### src/rtl/ex_muldiv.sv
// Iterative 32-bit multiply/divide unit with HI/LO registers for the EX stage.
// Holds the front of the pipeline while MULT/MULTU/DIV/DIVU iterate.
module ex_muldiv (
    input  logic        clk_i,
    input  logic        rst_n_i,
    input  logic        valid_i,
    input  logic [5:0]  funct_i,
    input  logic [31:0] Data1_i,
    input  logic [31:0] Data2_i,
    output logic        stall_o,
    output logic        busy_o,
    output logic [31:0] hi_o,
    output logic [31:0] lo_o
);

    localparam logic [5:0] F_MTHI  = 6'h11;
    localparam logic [5:0] F_MTLO  = 6'h13;
    localparam logic [5:0] F_MULT  = 6'h18;
    localparam logic [5:0] F_MULTU = 6'h19;
    localparam logic [5:0] F_DIV   = 6'h1A;
    localparam logic [5:0] F_DIVU  = 6'h1B;

    typedef enum logic [1:0] {
        S_IDLE,
        S_RUN,
        S_FIX,
        S_DONE
    } state_t;

    state_t      r_state;
    logic [4:0]  r_count;
    logic [63:0] r_acc;
    logic [31:0] r_opnd;
    logic [31:0] r_d1;
    logic        r_is_mul;
    logic        r_signed;
    logic        r_s1;
    logic        r_s2;
    logic [31:0] r_hi;
    logic [31:0] r_lo;

    logic        w_is_md;
    logic        w_start;
    logic        w_is_mul;
    logic        w_signed;
    logic        w_s1;
    logic        w_s2;
    logic [31:0] w_mag1;
    logic [31:0] w_mag2;
    logic [32:0] w_sum;
    logic [63:0] w_mul_nxt;
    logic [32:0] w_rsh;
    logic [32:0] w_diff;
    logic [63:0] w_div_nxt;
    logic [63:0] w_prod;
    logic [31:0] w_fix_hi;
    logic [31:0] w_fix_lo;

    // Decode the incoming instruction and form operand magnitudes
    always_comb begin
        w_is_md  = valid_i & ((funct_i == F_MULT) | (funct_i == F_MULTU) |
                              (funct_i == F_DIV)  | (funct_i == F_DIVU));
        // Reset gating keeps stall low while the unit is held in reset
        w_start  = rst_n_i & w_is_md & (r_state == S_IDLE);
        w_is_mul = ~funct_i[1];
        w_signed = ~funct_i[0];
        w_s1     = w_signed & Data1_i[31];
        w_s2     = w_signed & Data2_i[31];
        w_mag1   = w_s1 ? (32'd0 - Data1_i) : Data1_i;
        w_mag2   = w_s2 ? (32'd0 - Data2_i) : Data2_i;
    end

    // One shift-add or restoring shift-subtract step on the accumulator
    always_comb begin
        w_sum     = {1'b0, r_acc[63:32]} +
                    (r_acc[0] ? {1'b0, r_opnd} : 33'd0);
        w_mul_nxt = {w_sum, r_acc[31:1]};
        w_rsh     = {r_acc[63:32], r_acc[31]};
        w_diff    = w_rsh - {1'b0, r_opnd};
        if (w_diff[32])
            w_div_nxt = {w_rsh[31:0], r_acc[30:0], 1'b0};
        else
            w_div_nxt = {w_diff[31:0], r_acc[30:0], 1'b1};
    end

    // Sign correction and result placement applied in FIX
    always_comb begin
        w_prod   = (r_signed & (r_s1 ^ r_s2)) ? (64'd0 - r_acc) : r_acc;
        w_fix_hi = r_acc[63:32];
        w_fix_lo = r_acc[31:0];
        if (r_is_mul) begin
            w_fix_hi = w_prod[63:32];
            w_fix_lo = w_prod[31:0];
        end else if (r_opnd == 32'd0) begin
            w_fix_hi = r_d1;
            w_fix_lo = 32'hFFFF_FFFF;
        end else begin
            if (r_signed & (r_s1 ^ r_s2))
                w_fix_lo = 32'd0 - r_acc[31:0];
            if (r_signed & r_s1)
                w_fix_hi = 32'd0 - r_acc[63:32];
        end
    end

    // Control FSM, iteration datapath and HI/LO registers
    always_ff @(posedge clk_i or negedge rst_n_i) begin
        if (!rst_n_i) begin
            r_state  <= S_IDLE;
            r_count  <= 5'd0;
            r_acc    <= 64'd0;
            r_opnd   <= 32'd0;
            r_d1     <= 32'd0;
            r_is_mul <= 1'b0;
            r_signed <= 1'b0;
            r_s1     <= 1'b0;
            r_s2     <= 1'b0;
            r_hi     <= 32'd0;
            r_lo     <= 32'd0;
        end else begin
            unique case (r_state)
                S_IDLE: begin
                    if (w_start) begin
                        r_state  <= S_RUN;
                        r_count  <= 5'd0;
                        r_is_mul <= w_is_mul;
                        r_signed <= w_signed;
                        r_s1     <= w_s1;
                        r_s2     <= w_s2;
                        r_d1     <= Data1_i;
                        // Mult: multiplier in low half, multiplicand added.
                        // Div: dividend in low half, divisor subtracted.
                        r_opnd   <= w_is_mul ? w_mag1 : w_mag2;
                        r_acc    <= {32'd0, w_is_mul ? w_mag2 : w_mag1};
                    end else if (valid_i && funct_i == F_MTHI) begin
                        r_hi <= Data1_i;
                    end else if (valid_i && funct_i == F_MTLO) begin
                        r_lo <= Data1_i;
                    end
                end
                S_RUN: begin
                    r_acc   <= r_is_mul ? w_mul_nxt : w_div_nxt;
                    r_count <= r_count + 5'd1;
                    if (r_count == 5'd31)
                        r_state <= S_FIX;
                end
                S_FIX: begin
                    r_hi    <= w_fix_hi;
                    r_lo    <= w_fix_lo;
                    r_state <= S_DONE;
                end
                S_DONE: begin
                    r_state <= S_IDLE;
                end
                default: begin
                    r_state <= S_IDLE;
                end
            endcase
        end
    end

    assign busy_o  = (r_state == S_RUN) | (r_state == S_FIX);
    assign stall_o = w_start | busy_o;
    assign hi_o    = r_hi;
    assign lo_o    = r_lo;

endmodule

### config.mk
export PLATFORM = sky130hd
export DESIGN_NAME = ex_muldiv
export DESIGN_NICKNAME = d
export VERILOG_FILES = /design/src/rtl/ex_muldiv.sv
export SDC_FILE = /design/constraint.sdc
export NUM_CORES = 1
export LEC_CHECK = 0
export BUFFER_PORTS_ARGS = -buffer_cell sky130_fd_sc_hd__buf_4
export CAP_MARGIN = 5
export CORE_MARGIN = 2
export CORE_UTILIZATION = 61
export DETAILED_ROUTE_END_ITERATION = 7
export GPL_TIMING_DRIVEN = 0
export PLACE_DENSITY_LB_ADDON = 0.2
export SYNTH_ARGS = -nofsm -noshare
export SYNTH_HDL_FRONTEND = slang
export SYNTH_SLANG_ARGS = --single-unit
### constraint.sdc
create_clock -name clk_i -period 7 [get_ports clk_i]
set_input_delay 1.05 -clock clk_i [delete_from_list [all_inputs] [get_ports clk_i]]
set_output_delay 1.05 -clock clk_i [all_outputs]
set_load 0.01 [all_outputs]
==> results.sh <==
export IMPL_core_rowCount=61
export IMPL_synth_nets=2405
export IMPL_leakagePower_nw=8.41
export IMPL_ys_flop_type="dfrtp_1"
export IMPL_area_delta_synth_final_pct=13.3
export IMPL_ys_seq_elements=203
export IMPL_drive_above_1_share_pct=9.98
export IMPL_die_w_um=173
export IMPL_synthTopCellsByCount="a21oi_1 (239), nor2_1 (229), nand2_1 (218), dfrtp_1 (203), o21ai_0 (196)"
export IMPL_min_period_ns=4.65
export IMPL_post_cts_buffers=0
export IMPL_fin_setup_tns_ns=0
export IMPL_nNetsFinal=2565
export IMPL_grt_pass1_wl_um=108000
export IMPL_max_vdd_ir_drop_mv=0.271
export IMPL_yosys_area_top_type="dfrtp_1"
export IMPL_synth_warnings=0
export IMPL_ys_top_cells_by_area="dfrtp_1 (29%), a21oi_1 (6.9%), o21ai_0 (5.6%)"
export IMPL_post_drt_wl_per_cell_um=25.5
export IMPL_gp_congestion=1.06
export IMPL_synth_cell_types=77
export IMPL_drc_errors=0
export IMPL_worstSetupStartpointType="flip-flop"
export IMPL_cts_root_buf="clkbuf_16"
export IMPL_status="complete, no violations"
export IMPL_crit_required_ns=7.46
export IMPL_drtIter0Drc=2600
export IMPL_cap_violations=0
export IMPL_worstMarginPinSlew_ns=1.25
export IMPL_max_freq_ghz=0.215
export IMPL_grt_pass1_vias=18700
export IMPL_cts_made_buffers=24
export IMPL_numPortBuffers=133
export IMPL_syn_area_um2=17400
export IMPL_clock_latency_ns=0.58
export IMPL_cp_data_arrival_time_ns=5.11
export IMPL_cts_num_sinks=203
export IMPL_yosysMostFrequentCell="a21oi_1"
export IMPL_pwr_density_cell_nw_per_um2=467
export IMPL_r2r_setup_slack_ns=2.35
export IMPL_rsz0062_at_grt="false"
export IMPL_cts_hold_buf=0
export IMPL_syn_inst=2257
export IMPL_maxSlewHeadroom_pct=16.3
export IMPL_final_antenna_net_count=0
export IMPL_vias=19500
export IMPL_cts_tree="built"
export IMPL_htreeDepth=1
export IMPL_dpl_instance_area_um2=18900
export IMPL_async_flop_share_pct=100
export IMPL_fin_crit_sh_pct=66.5
export IMPL_synth_edff_count=0
export IMPL_path_clk_slew_ns=0.06
export IMPL_drt_first_pass_iters=8
export IMPL_synth_top_area_share_pct=29.2
export IMPL_dieArea_um2=29900
export IMPL_crit_path_max_fanout=10
export IMPL_crit_path_end_kind="flip-flop"
export IMPL_dpl_hpwl_um=55600
export IMPL_grt_usage_pct=46.7
export IMPL_grt_max_degree=105
export IMPL_vias_per_cell=6.93
export IMPL_hold_class="flip-flop to flip-flop"
export IMPL_die_h_um=173
export IMPL_yosysSeqAreaShare_pct=29.2
export IMPL_hold_violations=0
export IMPL_fin_skew_ns=0.0384
export IMPL_maxSlewViolCount=0
export IMPL_antenna_found_initial=1
export IMPL_overflow=0
export IMPL_setup_viol=0
export IMPL_final_cell_area_um2=19700
export IMPL_criticalPathCategory="flip-flop to flip-flop"
export IMPL_ios=139
export IMPL_syn_area_per_cell_um2=7.72
export IMPL_drt_wl_total_um=71700
export IMPL_core_um2=27900
export IMPL_post_cts_resized=0
export IMPL_clk_path_buf_depth=3
export IMPL_initial_utilization_pct=62.4
final cells by class:
cell class,instances,area (um2)
multi-input cells,1819,11400
fillers,2361,8200
flip-flops and latches,203,5080
repair buffers,134,1030
clock buffers,31,677
plain buffers,156,601
well taps,378,473
inverters,79,297
clock inverters,12,129
diodes,1,2.50
worst max-delay path: stages (launching register included):
cell and delay [ns]:
dfrtp_1 0.52, inv_1 0.29, clkbuf_1 0.58, ha_1 0.33, nor2b_1 0.28, nand4_1 0.37
nor3_2 0.47, and2_1 0.22, clkbuf_1 0.47, a21oi_1 0.16, xnor2_1 0.18, a211oi_1 0.43
a21oi_1 0.07, o21ai_0 0.17
state kept, by name (all words and copies together), names as in the netlist:
| signal | count |
|---|---|
| r_signed | 1 |
| r_count | 5 |
| r_s1 | 1 |
| r_is_mul | 1 |
| r_state | 2 |
| hi_o | 32 |
| r_acc | 64 |
| lo_o | 32 |
| r_d1 | 32 |
| r_s2 | 1 |
| r_opnd | 32 |
kinds of logic (layout without fill, tap and decap cells):
logic type | after synthesis | count (layout) | share of synthesized area [%]
muxes | 90 | 90 | 5.51
AOI/OAI and AO/OA | 760 | 760 | 26.6
and+or+nand+nor | 708 | 708 | 18.7
adders and majority gates | 75 | 75 | 5.47
DFF | 203 | 203 | 29.2
other | 0 | 1 | 0
buffers and inverters | 235 | 412 | 5.15
xor gates and xnor gates | 186 | 186 | 9.35
layout by cell type, fill, tap and decap left out, types with 24 or more instances in the layout:
cell type  instances
a21oi_1          239
nor2_1           229
nand2_1          218
dfrtp_1          203
o21ai_0          196
clkbuf_1         141
buf_4            133
xnor2_1          112
inv_1             78
xor2_1            74
ha_1              73
nor3_1            48
mux2_2            47
a211oi_1          45
mux2i_1           43
nand3_1           41
o22ai_1           34
o211ai_1          33
nor4_1            32
a21o_1            29
a31oi_1           27
clkbuf_16         24
path summary, 6_finish.rpt:
kind                           from        end  depth (start not counted)
setup / recovery           r_acc[0]    hi_o[8]                         13
hold / removal             r_d1[28]   r_d1[28]                          2
setup reg to reg           r_acc[0]    hi_o[8]                         13
hold reg to reg            r_d1[28]   r_d1[28]                          2
max in group asynchronous   rst_n_i  r_acc[10]                          2
min in group asynchronous   rst_n_i  r_acc[49]                          1
stage by stage:
step	std cells	total power [mW]	utilization [%]	hold slack [ns]	worst slack (ns)
floorplan	2257	5.78	-	0.441	3.51
global placement	2768	7.50	67.6	0.461	1.28
detailed placement	2769	7.65	67.8	0.466	2.52
CTS	2812	8.97	70.7	0.479	2.50
global route	2812	9.71	70.7	0.512	2.19
finish	2813	9.21	70.7	0.483	2.35
per-layer routing:
layer	track usage [%]	vias to the layer above	share of wire, %
met2	71.7	1344	43
met5	0	-	0
met1	58.6	9286	37
li1	-	8489	-
met4	27.8	0	7.4
met3	13.3	364	12
where the power goes:
part	switching, mW	internal, mW
clock	0.571	0.727
sequential	0.519	1.64
combinational	3.62	2.13
total	4.71	4.50
No activity file was read; power rests on OpenSTA's default activity.
